**config.mk**
```make
export PLATFORM = sky130hd
export DESIGN_NAME = vga_pattern_gen
export DESIGN_NICKNAME = d
export VERILOG_FILES = /design/src/rtl/vga_pattern_pkg.sv /design/src/rtl/vga_pattern_pos.sv /design/src/rtl/vga_pattern_gen.sv
export SDC_FILE = /design/constraint.sdc
export NUM_CORES = 1
export LEC_CHECK = 0
export CORE_MARGIN = 5
export CORE_UTILIZATION = 50
export CTS_CLUSTER_DIAMETER = 150
export DETAILED_ROUTE_END_ITERATION = 6
export GPL_TIMING_DRIVEN = 0
export PLACE_DENSITY_LB_ADDON = 0.05
export SYNTH_ARGS = -nofsm -noshare
export SYNTH_HDL_FRONTEND = slang
export SYNTH_SLANG_ARGS = --single-unit
```
**constraint.sdc**
```tcl
create_clock -name clk -period 5.55 [get_ports clk]
set_clock_uncertainty 0.1 [all_clocks]
set_input_delay 0.8325 -clock clk [delete_from_list [all_inputs] [get_ports clk]]
set_output_delay 0.8325 -clock clk [all_outputs]
set_load 0.005 [all_outputs]
```
**src/rtl/vga_pattern_pkg.sv**
```systemverilog
// Shared types and colour levels for the VGA test-pattern generator.
// Optional build macro VGA_PATTERN_GEN_SCROLL_EN is consumed by vga_pattern_gen.
package vga_pattern_pkg;

  typedef enum logic [1:0] {
    PAT_BARS     = 2'd0,
    PAT_CHECKER  = 2'd1,
    PAT_GRADIENT = 2'd2,
    PAT_GRID     = 2'd3
  } pattern_t;

  typedef enum logic {
    ST_IDLE = 1'b0,
    ST_RUN  = 1'b1
  } state_t;

  // 10-bit studio levels; users take the top COLOR_WIDTH bits
  localparam logic [9:0] LEVEL_ON  = 10'd721;
  localparam logic [9:0] LEVEL_OFF = 10'd64;

  // {r,g,b} on/off flags for the classic 8-bar sequence
  function automatic logic [2:0] bar_rgb(input logic [2:0] k);
    logic [2:0] rgb;
    case (k)
      3'd0:    rgb = 3'b111;
      3'd1:    rgb = 3'b110;
      3'd2:    rgb = 3'b011;
      3'd3:    rgb = 3'b010;
      3'd4:    rgb = 3'b101;
      3'd5:    rgb = 3'b100;
      3'd6:    rgb = 3'b001;
      default: rgb = 3'b000;
    endcase
    return rgb;
  endfunction

endpackage

```
**src/rtl/vga_pattern_pos.sv**
```systemverilog
// Raster position tracker: x/y counters, incremental colour-bar index, and
// registered sof/eol/last flags for the current pixel.
module vga_pattern_pos
  import vga_pattern_pkg::*;
#(
  parameter int H_WIDTH  = 12,
  parameter int V_WIDTH  = 12,
  parameter int NUM_BARS = 8
) (
  input  logic                        clk,
  input  logic                        rst_n,
  input  logic                        load,
  input  logic                        advance,
  input  logic [H_WIDTH-1:0]          h_size,
  input  logic [V_WIDTH-1:0]          v_size,
  input  logic [H_WIDTH-1:0]          bar_width,
  output logic [H_WIDTH-1:0]          x,
  output logic [V_WIDTH-1:0]          y,
  output logic [$clog2(NUM_BARS)-1:0] bar,
  output logic                        sof,
  output logic                        eol,
  output logic                        last
);

  localparam int BAR_BITS = $clog2(NUM_BARS);
  localparam logic [BAR_BITS-1:0] BAR_LAST = BAR_BITS'(NUM_BARS - 1);

  logic [H_WIDTH-1:0] bar_cnt;
  logic [H_WIDTH-1:0] x_inc;
  logic               y_last;
  logic               bar_sat;
  logic               bar_end;

  assign x_inc   = x + H_WIDTH'(1);
  assign y_last  = (y == v_size - V_WIDTH'(1));
  assign last    = eol && y_last;
  assign bar_sat = (bar == BAR_LAST);
  assign bar_end = (bar_cnt == bar_width - H_WIDTH'(1));

  // eol is precomputed one pixel ahead so the comparison never sits on the output path
  always_ff @(posedge clk or negedge rst_n) begin
    if (!rst_n) begin
      x       <= '0;
      y       <= '0;
      bar     <= '0;
      bar_cnt <= '0;
      sof     <= 1'b0;
      eol     <= 1'b0;
    end else if (load) begin
      x       <= '0;
      y       <= '0;
      bar     <= '0;
      bar_cnt <= '0;
      sof     <= 1'b1;
      eol     <= 1'b0;
    end else if (advance) begin
      if (eol) begin
        x       <= '0;
        bar     <= '0;
        bar_cnt <= '0;
        eol     <= 1'b0;
        sof     <= y_last;
        y       <= y_last ? '0 : y + V_WIDTH'(1);
      end else begin
        x   <= x_inc;
        sof <= 1'b0;
        eol <= (x_inc == h_size - H_WIDTH'(1));
        // once on the last bar the counter freezes, so remainder pixels stay there
        if (!bar_sat) begin
          if (bar_end) begin
            bar     <= bar + BAR_BITS'(1);
            bar_cnt <= '0;
          end else begin
            bar_cnt <= bar_cnt + H_WIDTH'(1);
          end
        end
      end
    end
  end

endmodule

```
**src/rtl/vga_pattern_gen.sv**
```systemverilog
// VGA test-pattern source (bars/checker/gradient/grid) with valid/ready output.
// Define VGA_PATTERN_GEN_SCROLL_EN to scroll checker and gradient one pixel per frame.
module vga_pattern_gen
  import vga_pattern_pkg::*;
#(
  parameter int H_WIDTH     = 12,
  parameter int V_WIDTH     = 12,
  parameter int COLOR_WIDTH = 4,
  parameter int NUM_BARS    = 8,
  parameter int CHECK_SHIFT = 5,
  parameter int GRAD_SHIFT  = 3
) (
  input  logic                   clk,
  input  logic                   rst_n,
  input  logic                   en,
  input  logic [1:0]             pattern_sel,
  input  logic [H_WIDTH-1:0]     h_visible,
  input  logic [V_WIDTH-1:0]     v_visible,
  output logic                   m_pix_valid,
  output logic [COLOR_WIDTH-1:0] m_pix_red,
  output logic [COLOR_WIDTH-1:0] m_pix_grn,
  output logic [COLOR_WIDTH-1:0] m_pix_blu,
  output logic                   m_pix_sof,
  output logic                   m_pix_eol,
  input  logic                   m_pix_ready
);

  localparam int BAR_BITS = $clog2(NUM_BARS);
  localparam logic [COLOR_WIDTH-1:0] C_ON  = LEVEL_ON[9 -: COLOR_WIDTH];
  localparam logic [COLOR_WIDTH-1:0] C_OFF = LEVEL_OFF[9 -: COLOR_WIDTH];

  state_t             state;
  pattern_t           pattern;
  logic [H_WIDTH-1:0] h_lat;
  logic [V_WIDTH-1:0] v_lat;
  logic               valid;
  logic               xfer;
  logic               load;
  logic               last;
  logic               sof;
  logic               eol;
  logic [H_WIDTH-1:0] x;
  logic [V_WIDTH-1:0] y;
  logic [BAR_BITS-1:0] bar;
  logic [H_WIDTH-1:0] bar_width;

  assign valid     = (state == ST_RUN);
  assign xfer      = valid && m_pix_ready;
  assign load      = (state == ST_IDLE) && en;
  assign bar_width = h_lat >> BAR_BITS;

  // configuration is sampled only when a frame starts, so mid-frame changes wait
  always_ff @(posedge clk or negedge rst_n) begin
    if (!rst_n) begin
      state   <= ST_IDLE;
      pattern <= PAT_BARS;
      h_lat   <= '0;
      v_lat   <= '0;
    end else begin
      case (state)
        ST_IDLE: begin
          if (en) begin
            pattern <= pattern_t'(pattern_sel);
            h_lat   <= h_visible;
            v_lat   <= v_visible;
            state   <= ST_RUN;
          end
        end
        default: begin
          if (xfer && last) begin
            if (en) begin
              pattern <= pattern_t'(pattern_sel);
              h_lat   <= h_visible;
              v_lat   <= v_visible;
            end else begin
              state <= ST_IDLE;
            end
          end
        end
      endcase
    end
  end

  vga_pattern_pos #(
    .H_WIDTH  (H_WIDTH),
    .V_WIDTH  (V_WIDTH),
    .NUM_BARS (NUM_BARS)
  ) u_pos (
    .clk       (clk),
    .rst_n     (rst_n),
    .load      (load),
    .advance   (xfer),
    .h_size    (h_lat),
    .v_size    (v_lat),
    .bar_width (bar_width),
    .x         (x),
    .y         (y),
    .bar       (bar),
    .sof       (sof),
    .eol       (eol),
    .last      (last)
  );

  logic                   xs_chk;
  logic [COLOR_WIDTH-1:0] xs_grad;

`ifdef VGA_PATTERN_GEN_SCROLL_EN
  logic [H_WIDTH-1:0] frame_cnt;
  logic [H_WIDTH-1:0] xs;

  always_ff @(posedge clk or negedge rst_n) begin
    if (!rst_n) begin
      frame_cnt <= '0;
    end else if (xfer && last) begin
      frame_cnt <= frame_cnt + H_WIDTH'(1);
    end
  end

  assign xs      = x + frame_cnt;
  assign xs_chk  = xs[CHECK_SHIFT];
  assign xs_grad = xs[GRAD_SHIFT +: COLOR_WIDTH];
`else
  assign xs_chk  = x[CHECK_SHIFT];
  assign xs_grad = x[GRAD_SHIFT +: COLOR_WIDTH];
`endif

  logic [2:0]             bar3;
  logic                   grid_on;
  logic [2:0]             rgb;
  logic [COLOR_WIDTH-1:0] red;
  logic [COLOR_WIDTH-1:0] grn;
  logic [COLOR_WIDTH-1:0] blu;

  assign bar3    = 3'(bar);
  assign grid_on = (x == '0) || (y == '0) || eol || (y == v_lat - V_WIDTH'(1)) ||
                   (x[CHECK_SHIFT-1:0] == '0) || (y[CHECK_SHIFT-1:0] == '0);

  always_comb begin
    rgb = 3'b000;
    red = C_OFF;
    grn = C_OFF;
    blu = C_OFF;
    case (pattern)
      PAT_BARS:    rgb = bar_rgb(bar3);
      PAT_CHECKER: rgb = {3{xs_chk ^ y[CHECK_SHIFT]}};
      PAT_GRID:    rgb = {3{grid_on}};
      default:     rgb = 3'b000;
    endcase
    if (pattern == PAT_GRADIENT) begin
      red = xs_grad;
      grn = xs_grad;
      blu = xs_grad;
    end else begin
      red = rgb[2] ? C_ON : C_OFF;
      grn = rgb[1] ? C_ON : C_OFF;
      blu = rgb[0] ? C_ON : C_OFF;
    end
  end

  // everything below is a function of registers only; ready never reaches an output
  assign m_pix_valid = valid;
  assign m_pix_sof   = valid && sof;
  assign m_pix_eol   = valid && eol;
  assign m_pix_red   = valid ? red : '0;
  assign m_pix_grn   = valid ? grn : '0;
  assign m_pix_blu   = valid ? blu : '0;

endmodule

```
==> results.sh <==
export IMPL_crit_buf_inv=3
export IMPL_drt_antenna_violating_nets=0
export IMPL_syn_avg_cell_area_um2=9.15
export IMPL_synth_edff_count=0
export IMPL_ctsRootBufferMaster="clkbuf_8"
export IMPL_end_kind="primary output"
export IMPL_overflow=0
export IMPL_status="finished clean"
export IMPL_syn_area_um2=4700
export IMPL_clockBufferDepth=2
export IMPL_path_class="reg2out"
export IMPL_drc=0
export IMPL_cap_violations=0
export IMPL_fin_util=0.596
export IMPL_slew_headroom=0.419
export IMPL_grt_pass1_wl_um=19000
export IMPL_start_kind="flip-flop"
export IMPL_required_ns=4.62
export IMPL_place_congestion=0.874
export IMPL_syn_to_final_growth_pct=16.7
export IMPL_cts_resized=0
export IMPL_die_w_um=107
export IMPL_port_buffers=44
export IMPL_fin_ws_ns=1.01
export IMPL_r2r_start="h_lat[3]"
export IMPL_via_count=3941
export IMPL_ys_warn_count=0
export IMPL_tightestPinTransition_ns=0.872
export IMPL_rows=35
export IMPL_rsz0062_at_grt="no"
export IMPL_drt_initial_drc_count=130
export IMPL_slowest_stage="nor3b_2"
export IMPL_fin_hold_ws_ns=0.395
export IMPL_die_h_um=107
export IMPL_drt_vias_per_instance=5.75
export IMPL_crit_fanout=10
export IMPL_grt_use_total=0.206
export IMPL_power_total_mw=1.61
export IMPL_p_leak_nw=2.32
export IMPL_synth_common_cells="dfrtp_1, nand2_1, nor2_1"
export IMPL_postLayoutCellArea_um2=5480
export IMPL_crit_chain="inv_1 > ha_1 > nor3b_2 > nor3b_1 > a31oi_1 > nor4_4 > nand3_2 > and3_1 > clkbuf_1 > nor2_1 > clkdlybuf4s50_1"
export IMPL_dp_cells=669
export IMPL_final_setup_tns_ns=0
export IMPL_pre_cts_ws_ns=1.38
export IMPL_hold_path_class="reg2reg"
export IMPL_post_drt_wl_per_cell_um=16.4
export IMPL_dr_pass1_iters=4
export IMPL_cts_buffers=9
export IMPL_synth_main_ff_cell="dfrtp_1"
export IMPL_cts_setup_buffers=0
export IMPL_place_area_um2=5280
export IMPL_first_global_vias=3860
export IMPL_antenna_found_initial=0
export IMPL_routed_wl_um=11200
export IMPL_cts_hold_buffers=0
export IMPL_crit_family="simple AND/OR/NAND/NOR gates"
export IMPL_cts_sinks=68
export IMPL_diodes=0
export IMPL_yosysMostFrequentCell="dfrtp_1"
export IMPL_clkTransAtPathRegs_ns=0.09
export IMPL_insertion_delay_ns=0.35
export IMPL_start_util=0.511
export IMPL_crit_start="v_lat[0]"
export IMPL_worstHoldStart="u_pos.sof"
export IMPL_yosysSeqAreaShare=0.362
export IMPL_finalCritPeriodShare=0.818
export IMPL_synth_top_cell_by_area="dfrtp_1"
export IMPL_arrival_ns=3.61
export IMPL_dieArea_um2=11400
export IMPL_final_hold_violation_count=0
export IMPL_synthDistinctLibCells=59
export IMPL_post_dp_hpwl_um=8400
export IMPL_synth_top_area_frac=0.362
export IMPL_reg2reg_slack_ns=1.96
export IMPL_ys_seq_elements=68
export IMPL_cts_tree="done"
export IMPL_instances_no_fill=685
export IMPL_core_um2=9200
export IMPL_max_freq_ghz=0.220
export IMPL_final_layout_size_suffix_gt1_frac=0.106
export IMPL_htree_levels=3
export IMPL_slew_violations=0
export IMPL_grt_max_degree=69
export IMPL_syn_num_nets=558
export IMPL_nNetsFinal=613
export IMPL_syn_inst=514
export IMPL_async_reset_ff_frac=1.00
export IMPL_synthTopCellsByArea="dfrtp_1, mux2_4, xnor2_1, xor2_1, nand2_1"
export IMPL_vdd_ir_drop_max_uv=187
export IMPL_finalSetupViolations=0
export IMPL_layout_min_cycle_time_ns=4.54
export IMPL_power_density_nw_per_um2=293
export IMPL_io_pins=45
export IMPL_max_stage_delay_ns=0.53
[cell families after synthesis]
family | share of synthesized area
AOI/OAI and AO/OA | 0.130
and+or+nand+nor | 0.235
adders and majority gates | 0.0373
xor gates and xnor gates | 0.106
muxes | 0.0828
buffers and inverters | 0.0463
DFF | 0.362
[worst paths after layout]
| kind | to | cells past startpoint |
|---|---|---|
| hold / removal | u_pos.sof | 1 |
| max in group asynchronous | h_lat[9] | 1 |
| setup reg to reg | u_pos.bar[0] | 9 |
| setup / recovery | m_pix_blu[3] | 11 |
| min in group asynchronous | v_lat[11] | 1 |
| hold reg to reg | u_pos.sof | 1 |
[per-layer routing]
metal | vias up | global-route usage | share of wire
met5 | - | 0 | 0
li1 | 1927 | - | -
met4 | 0 | 0.0548 | 0.017
met3 | 20 | 0.0415 | 0.033
met1 | 1920 | 0.261 | 0.45
met2 | 74 | 0.358 | 0.50
[layout make-up]
| type | count | area (um2) |
|---|---|---|
| well taps | 111 | 139 |
| fillers | 824 | 3710 |
| repair buffers | 44 | 438 |
| flip-flops and latches | 68 | 1700 |
| clock buffers | 9 | 124 |
| multi-input cells | 400 | 2780 |
| inverters | 20 | 75.1 |
| clock inverters | 7 | 82.6 |
| plain buffers | 26 | 143 |
[where the power goes]
| part | switching (mW) | internal, mW |
|---|---|---|
| registers | 0.0903 | 0.562 |
| logic | 0.255 | 0.263 |
| clock network | 0.220 | 0.215 |
[state kept, by name, indices dropped and copies added (netlist names)]
register / cells
v_lat: 12
h_lat: 12
u_pos.sof: 1
u_pos.y: 12
u_pos.x: 12
u_pos.bar: 3
m_pix_valid: 1
u_pos.eol: 1
u_pos.bar_cnt: 12
pattern: 2
[cell usage in the layout (no fill, tap or decap), types with 4 or more instances in the layout]
cell type	n
nand3b_1	9
mux2_2	7
nand3_1	33
mux2_4	20
and3_1	16
o311ai_0	4
clkbuf_1	19
nor3b_1	5
buf_4	5
nor3_1	12
a21oi_1	13
xnor2_1	34
nand4_1	8
dfrtp_1	68
nor2_1	43
nand2_1	48
ha_1	14
a31oi_1	4
clkdlybuf4s50_1	43
nand2b_1	11
o2bb2ai_1	4
inv_1	20
o31ai_1	9
xor2_1	23
o21ai_0	31
clkbuf_8	9
Power figures use the tool's default switching activity.
